### config.mk
export PLATFORM = sky130hd
export DESIGN_NAME = scope_capture
export DESIGN_NICKNAME = d
export VERILOG_FILES = /design/src/rtl/scope_capture.sv
export SDC_FILE = /design/constraint.sdc
export NUM_CORES = 1
export LEC_CHECK = 0
export CORE_ASPECT_RATIO = 0.6
export CORE_MARGIN = 5
export CORE_UTILIZATION = 56
export CTS_CLUSTER_DIAMETER = 150
export DETAILED_ROUTE_END_ITERATION = 7
export GPL_TIMING_DRIVEN = 0
export PLACE_DENSITY_LB_ADDON = 0.25
export SLEW_MARGIN = 10
export SYNTH_ARGS = -nofsm -noshare
export SYNTH_HDL_FRONTEND = slang
export SYNTH_SLANG_ARGS = --single-unit
export TNS_END_PERCENT = 30
### constraint.sdc
create_clock -name ck100MHz -period 3.6 [get_ports ck100MHz]
set_clock_uncertainty 0.1 [all_clocks]
set_input_delay 1.08 -clock ck100MHz [delete_from_list [all_inputs] [get_ports ck100MHz]]
set_output_delay 1.08 -clock ck100MHz [all_outputs]
set_load 0.01 [all_outputs]
### src/rtl/scope_capture.sv
`default_nettype none
// scope_capture: level-triggered capture of the audio stream into the time-domain display memory.
// Optional macro SCOPE_AUTOTRIG_EN forces a trigger after cstAutoTmo strobes without a crossing.
module scope_capture #(
  parameter int cstHorSize = 640,
  parameter int cstDecim   = 1,
  parameter int cstHoldoff = 4800,
  parameter int cstAutoTmo = 9600
) (
  input  logic        ck100MHz,
  input  logic        rst,
  input  logic        run,
  input  logic        sample_valid,
  input  logic [11:0] sample_in,
  input  logic [7:0]  trig_level,
  output logic        enaTime,
  output logic        weaTime,
  output logic [9:0]  addraTime,
  output logic [7:0]  dinaTime,
  output logic        busy,
  output logic        frame_done
);

  localparam logic [9:0]  LAST_ADDR = 10'(cstHorSize - 1);
  localparam logic [7:0]  DEC_LAST  = 8'(cstDecim - 1);
  localparam logic [15:0] HOLD_INIT = 16'(cstHoldoff);

  if (cstHorSize < 2 || cstHorSize > 1024 || cstDecim < 1 || cstDecim > 255 ||
      cstHoldoff < 1 || cstHoldoff > 65535 || cstAutoTmo < 1 || cstAutoTmo > 65536) begin : g_bad_params
    $error("scope_capture: parameter out of range");
  end

  typedef enum logic [1:0] {
    S_IDLE      = 2'd0,
    S_WAIT_TRIG = 2'd1,
    S_CAPTURE   = 2'd2,
    S_HOLDOFF   = 2'd3
  } state_t;

  state_t      state, state_nxt;
  logic [7:0]  cur, prev;
  logic [9:0]  wr_ptr, wr_addr;
  logic [7:0]  dec_cnt;
  logic [15:0] hold_cnt;
  logic        level_hit, trig, dec_hit, last_wr, hold_end;
  logic        wr_go, fd_go;
  logic        unused_lsbs;

  // Offset binary: flip the sign bit and keep the top eight bits.
  assign cur         = {~sample_in[11], sample_in[10:4]};
  assign unused_lsbs = ^sample_in[3:0];

  assign level_hit = sample_valid && (prev < trig_level) && (cur >= trig_level);
  assign dec_hit   = sample_valid && (dec_cnt == DEC_LAST);
  assign last_wr   = dec_hit && (wr_ptr == LAST_ADDR);
  assign hold_end  = sample_valid && (hold_cnt == 16'd1);

`ifdef SCOPE_AUTOTRIG_EN
  localparam logic [15:0] TMO_LAST = 16'(cstAutoTmo - 1);
  logic [15:0] tmo_cnt;

  // Cleared whenever not armed, so it restarts on every entry to WAIT_TRIG.
  always_ff @(posedge ck100MHz) begin
    if (rst || state != S_WAIT_TRIG) tmo_cnt <= '0;
    else if (sample_valid)            tmo_cnt <= tmo_cnt + 16'd1;
  end

  assign trig = level_hit || (sample_valid && tmo_cnt == TMO_LAST);
`else
  assign trig = level_hit;
`endif

  always_comb begin
    state_nxt = state;
    wr_go     = 1'b0;
    wr_addr   = wr_ptr;
    fd_go     = 1'b0;
    unique case (state)
      S_IDLE: begin
        if (run) state_nxt = S_WAIT_TRIG;
      end
      S_WAIT_TRIG: begin
        if (!run) begin
          state_nxt = S_IDLE;
        end else if (trig) begin
          state_nxt = S_CAPTURE;
          wr_go     = 1'b1;
          wr_addr   = 10'd0;
        end
      end
      S_CAPTURE: begin
        wr_go = dec_hit;
        fd_go = last_wr;
        if (last_wr) state_nxt = S_HOLDOFF;
      end
      S_HOLDOFF: begin
        if (hold_end) state_nxt = run ? S_WAIT_TRIG : S_IDLE;
      end
      default: state_nxt = S_IDLE;
    endcase
  end

  always_ff @(posedge ck100MHz) begin
    if (rst) begin
      state      <= S_IDLE;
      prev       <= 8'h00;
      wr_ptr     <= '0;
      dec_cnt    <= '0;
      hold_cnt   <= '0;
      weaTime    <= 1'b0;
      frame_done <= 1'b0;
      addraTime  <= '0;
      dinaTime   <= '0;
    end else begin
      state      <= state_nxt;
      weaTime    <= wr_go;
      frame_done <= fd_go;
      if (wr_go) begin
        addraTime <= wr_addr;
        dinaTime  <= cur;
      end
      if (sample_valid && state != S_IDLE) prev <= cur;

      case (state)
        S_WAIT_TRIG: begin
          if (wr_go) begin
            wr_ptr  <= 10'd1;
            dec_cnt <= '0;
          end
        end
        S_CAPTURE: begin
          if (dec_hit) begin
            dec_cnt <= '0;
            wr_ptr  <= last_wr ? 10'd0 : wr_ptr + 10'd1;
          end else if (sample_valid) begin
            dec_cnt <= dec_cnt + 8'd1;
          end
          if (last_wr) hold_cnt <= HOLD_INIT;
        end
        S_HOLDOFF: begin
          if (sample_valid) hold_cnt <= hold_cnt - 16'd1;
        end
        default: ;
      endcase
    end
  end

  assign enaTime = weaTime;
  assign busy    = (state != S_IDLE);

endmodule
`default_nettype wire

==> summary.md <==
| Metric | Value |
|---|---|
| CTS tree | yes |
| Register bit count reported by yosys | 64 |
| FILL cells | 543 |
| Die area | 8610 um^2 |
| Hold depth | 2 |
| Clock sink total | 64 |
| CTS Buffer Depth | 2 |
| Layout cells sized above 1 | 0.0699 |
| Detailed-route via count | 3832 |
| Cell variety after synth | 54 |
| Top_reg_cell synth | dfxtp_1 |
| Total congestion overflow | 0 |
| Row cnt | 23 |
| Pre-CTS setup slack | -394 ps |
| Mean post-synth cell area | 8.02 um^2 |
| Drt total wl | 10.4 mm |
| H-tree depth | 3 |
| Vias per cell | 6.22 |
| Syn nets | 523 |
| Sequential cell area | 1280 um^2 |
| Slew HR | 0.295 |
| NumNets Final | 573 |
| First-pass DRT Iterations | 6 |
| Post-Syn Instances | 475 |
| Worst Path Required | 3700 ps |
| Yosys Warn Count | 0 |
| CP Capture Type | register |
| Power Dens Cells | 425 nW/um^2 |
| Initial cell density of the core | 0.573 |
| Drt wl/cell | 16.8 um |
| Commonest non-fill, non-tap cells in the layout | dfxtp_1 (64), nand2_1 (59), clkdlybuf4s50_1 (39), a21oi_1 (37), o21ai_1 (27) |
| Post-synthesis cell area | 3810 um^2 |
| Max-cap violations | 0 |
| Commonest non-fill, non-tap cell in the layout | dfxtp_1 |
| Post-layout util | 0.692 |
| Psw | 0.571 mW |
| Antenna-violating nets left | 0 |
| Final setup fails | 0 |
| CP max FO | 10 |
| Sequential share of power | 0.392 |
| Initial drt markers | 415 |
| Comb pwr share | 0.192 |
| Clk root buf | clkbuf_16 |
| Post-DP HPWL | 7.59 mm |
| Final worst slack | 86.6 ps |
| Largest net degree at the start of global routing | 11 |
| Min Tclk post-route | 3510 ps |
| Slew Limit Fails | 0 |
| Leakage | 1.72 nW |
| Tcrit/Tclk final | 0.976 |
| Core Footprint | 6650 um^2 |
| Placer's final routability congestion estimate | 0.908 |
| Crit path kind | input port to register |
| Clock slew at reported path FFs | 50 ps |
| Pint | 1.39 mW |
| Port-buffer cells | 39 |
| Initial antenna violation count | 0 |
| Fmax | 285 MHz |
| Io pins | 46 |
| Net Sw Frac | 0.292 |
| Number of synthesized flops with an enable pin | 0 |
| Startpoint class of the critical path | input port |
| First-pass GRT wire length | 17.2 mm |
| Overall Global Routing Usage | 0.256 |
| HP Class | register to register |
| Seq/Total Area, Yosys | 0.336 |
| Slew @ Worst Pin | 1050 ps |
| Worst skew pair latency | 340 ps |
| Clock power share | 0.416 |
| Die X | 117 um |
| Antenna diodes | 0 |
| TritonCTS Buffers | 9 |
| RSZ-0062 raised after global routing | true |
| CTS Hold Bufs | 0 |
| CP arrival | 3610 ps |
| Status | finished, final reports clean |
| Worst vdd ir | 0.332 mV |
| Final Hold Viols | 0 |
| Remaining DRCs | 0 |
| Area Overhead vs Synth | 20.8% |
| Die height | 73.9 um |
| Vias in the first global route | 3568 |
| Share of flip-flops with an asynchronous set or reset | 0 |
| Multi-input logic area | 2340 um^2 |
| R2R depth | 6 |
==> critical path, stage by stage <==
cell	delay [ps]
clkdlybuf4s50_1	460
inv_1	60
ha_1	330
and3_1	220
and3_1	210
a21o_1	230
or4_1	550
clkbuf_2	260
o21ai_1	130
o21ai_1	80
==> cell families after synthesis <==
family / after synthesis / synth area share
AO/OA/AOI/OAI: 124 / 0.215
XOR/XNOR: 9 / 0.0207
adder cells (fa/ha/maj): 24 / 0.0788
buffers and inverters: 50 / 0.0545
flip-flops: 64 / 0.336
AND/OR/NAND/NOR: 204 / 0.295
==> cell usage after synthesis, types with 8 or more instances <==
| library cell | number | area, um^2 |
|---|---|---|
| o21ai_0 | 8 | 40.0 |
| and3_1 | 26 | 163 |
| nor3_1 | 16 | 80.1 |
| nand2b_1 | 16 | 100 |
| xor2_1 | 9 | 78.8 |
| nor3b_1 | 13 | 97.6 |
| a21oi_1 | 37 | 185 |
| clkbuf_1 | 19 | 71.3 |
| ha_1 | 24 | 300 |
| nor2_1 | 22 | 82.6 |
| dfxtp_1 | 64 | 1280 |
| nand4_1 | 10 | 62.6 |
| nand3_1 | 10 | 50.1 |
| inv_1 | 20 | 75.1 |
| nand2_1 | 59 | 221 |
| o21ai_1 | 27 | 135 |
==> stage by stage <==
| stage | area [um^2] | total power, mW | TNS (ps) | hold slack (ps) | instances |
|---|---|---|---|---|---|
| 2_1_floorplan | 3810 | 1.02 | 0 | 337 | 475 |
| 6_report | 4600 | 1.96 | 0 | 362 | 616 |
| 3_5_place_dp | 4310 | 1.14 | -9160 | 356 | 601 |
| 4_1_cts | 4600 | 1.96 | 0 | 363 | 616 |
| 3_3_place_gp | 4310 | 1.13 | -8890 | 344 | 601 |
| 5_1_grt | 4600 | 2.04 | 0 | 378 | 616 |
==> flip-flops by register name (all words and copies together) (netlist names), named ones only <==
register	flops
enaTime	1
prev	8
wr_ptr	10
addraTime	10
frame_done	1
state	1
dinaTime	8
hold_cnt	16
dec_cnt	8
==> per-layer routing <==
layer,global-route usage,part of all wire,up-vias
met5,0,0,-
met4,0.102,0.017,0
met3,0.0774,0.092,18
met2,0.361,0.40,195
met1,0.364,0.49,1796
li1,-,-,1823
==> final cells by class <==
class / count / share of cell area
multi-input cells: 361 / 0.508
well taps: 87 / 0.0236
plain buffers: 30 / 0.0294
repair buffers: 39 / 0.0848
clock inverters: 3 / 0.00381
inverters: 20 / 0.0163
flip-flops and latches: 64 / 0.278
clock buffers: 12 / 0.0557
==> power by group through the flow <==
stage / clock [mW] / sequential [mW] / combinational [mW]
floorplan: 0 / 0.778 / 0.246
global placement: 0 / 0.780 / 0.351
detailed placement: 0 / 0.782 / 0.362
CTS: 0.826 / 0.767 / 0.369
global route: 0.861 / 0.772 / 0.410
finish: 0.815 / 0.768 / 0.375
==> repair_timing <==
| item | CTS | global route |
|---|---|---|
| setup endpoints to repair | 8 | 16 |
| resized for setup | 3 | 4 |
| buffers inserted | 0 | 0 |
| pin swaps | 0 | 0 |
==> worst paths after layout <==
path | from | end | slack [ps]
hold / removal | prev[3]$_SDFFE_PP0P_ | prev[3]$_SDFFE_PP0P_ | 360
setup reg to reg | dec_cnt[2]$_SDFFE_PP0P_ | hold_cnt[15]$_SDFFE_PP0P_ | 870
hold reg to reg | prev[3]$_SDFFE_PP0P_ | prev[3]$_SDFFE_PP0P_ | 360
setup / recovery | trig_level[7] | addraTime[5]$_SDFFE_PP0P_ | 90
(Power assumes the default switching activity.)
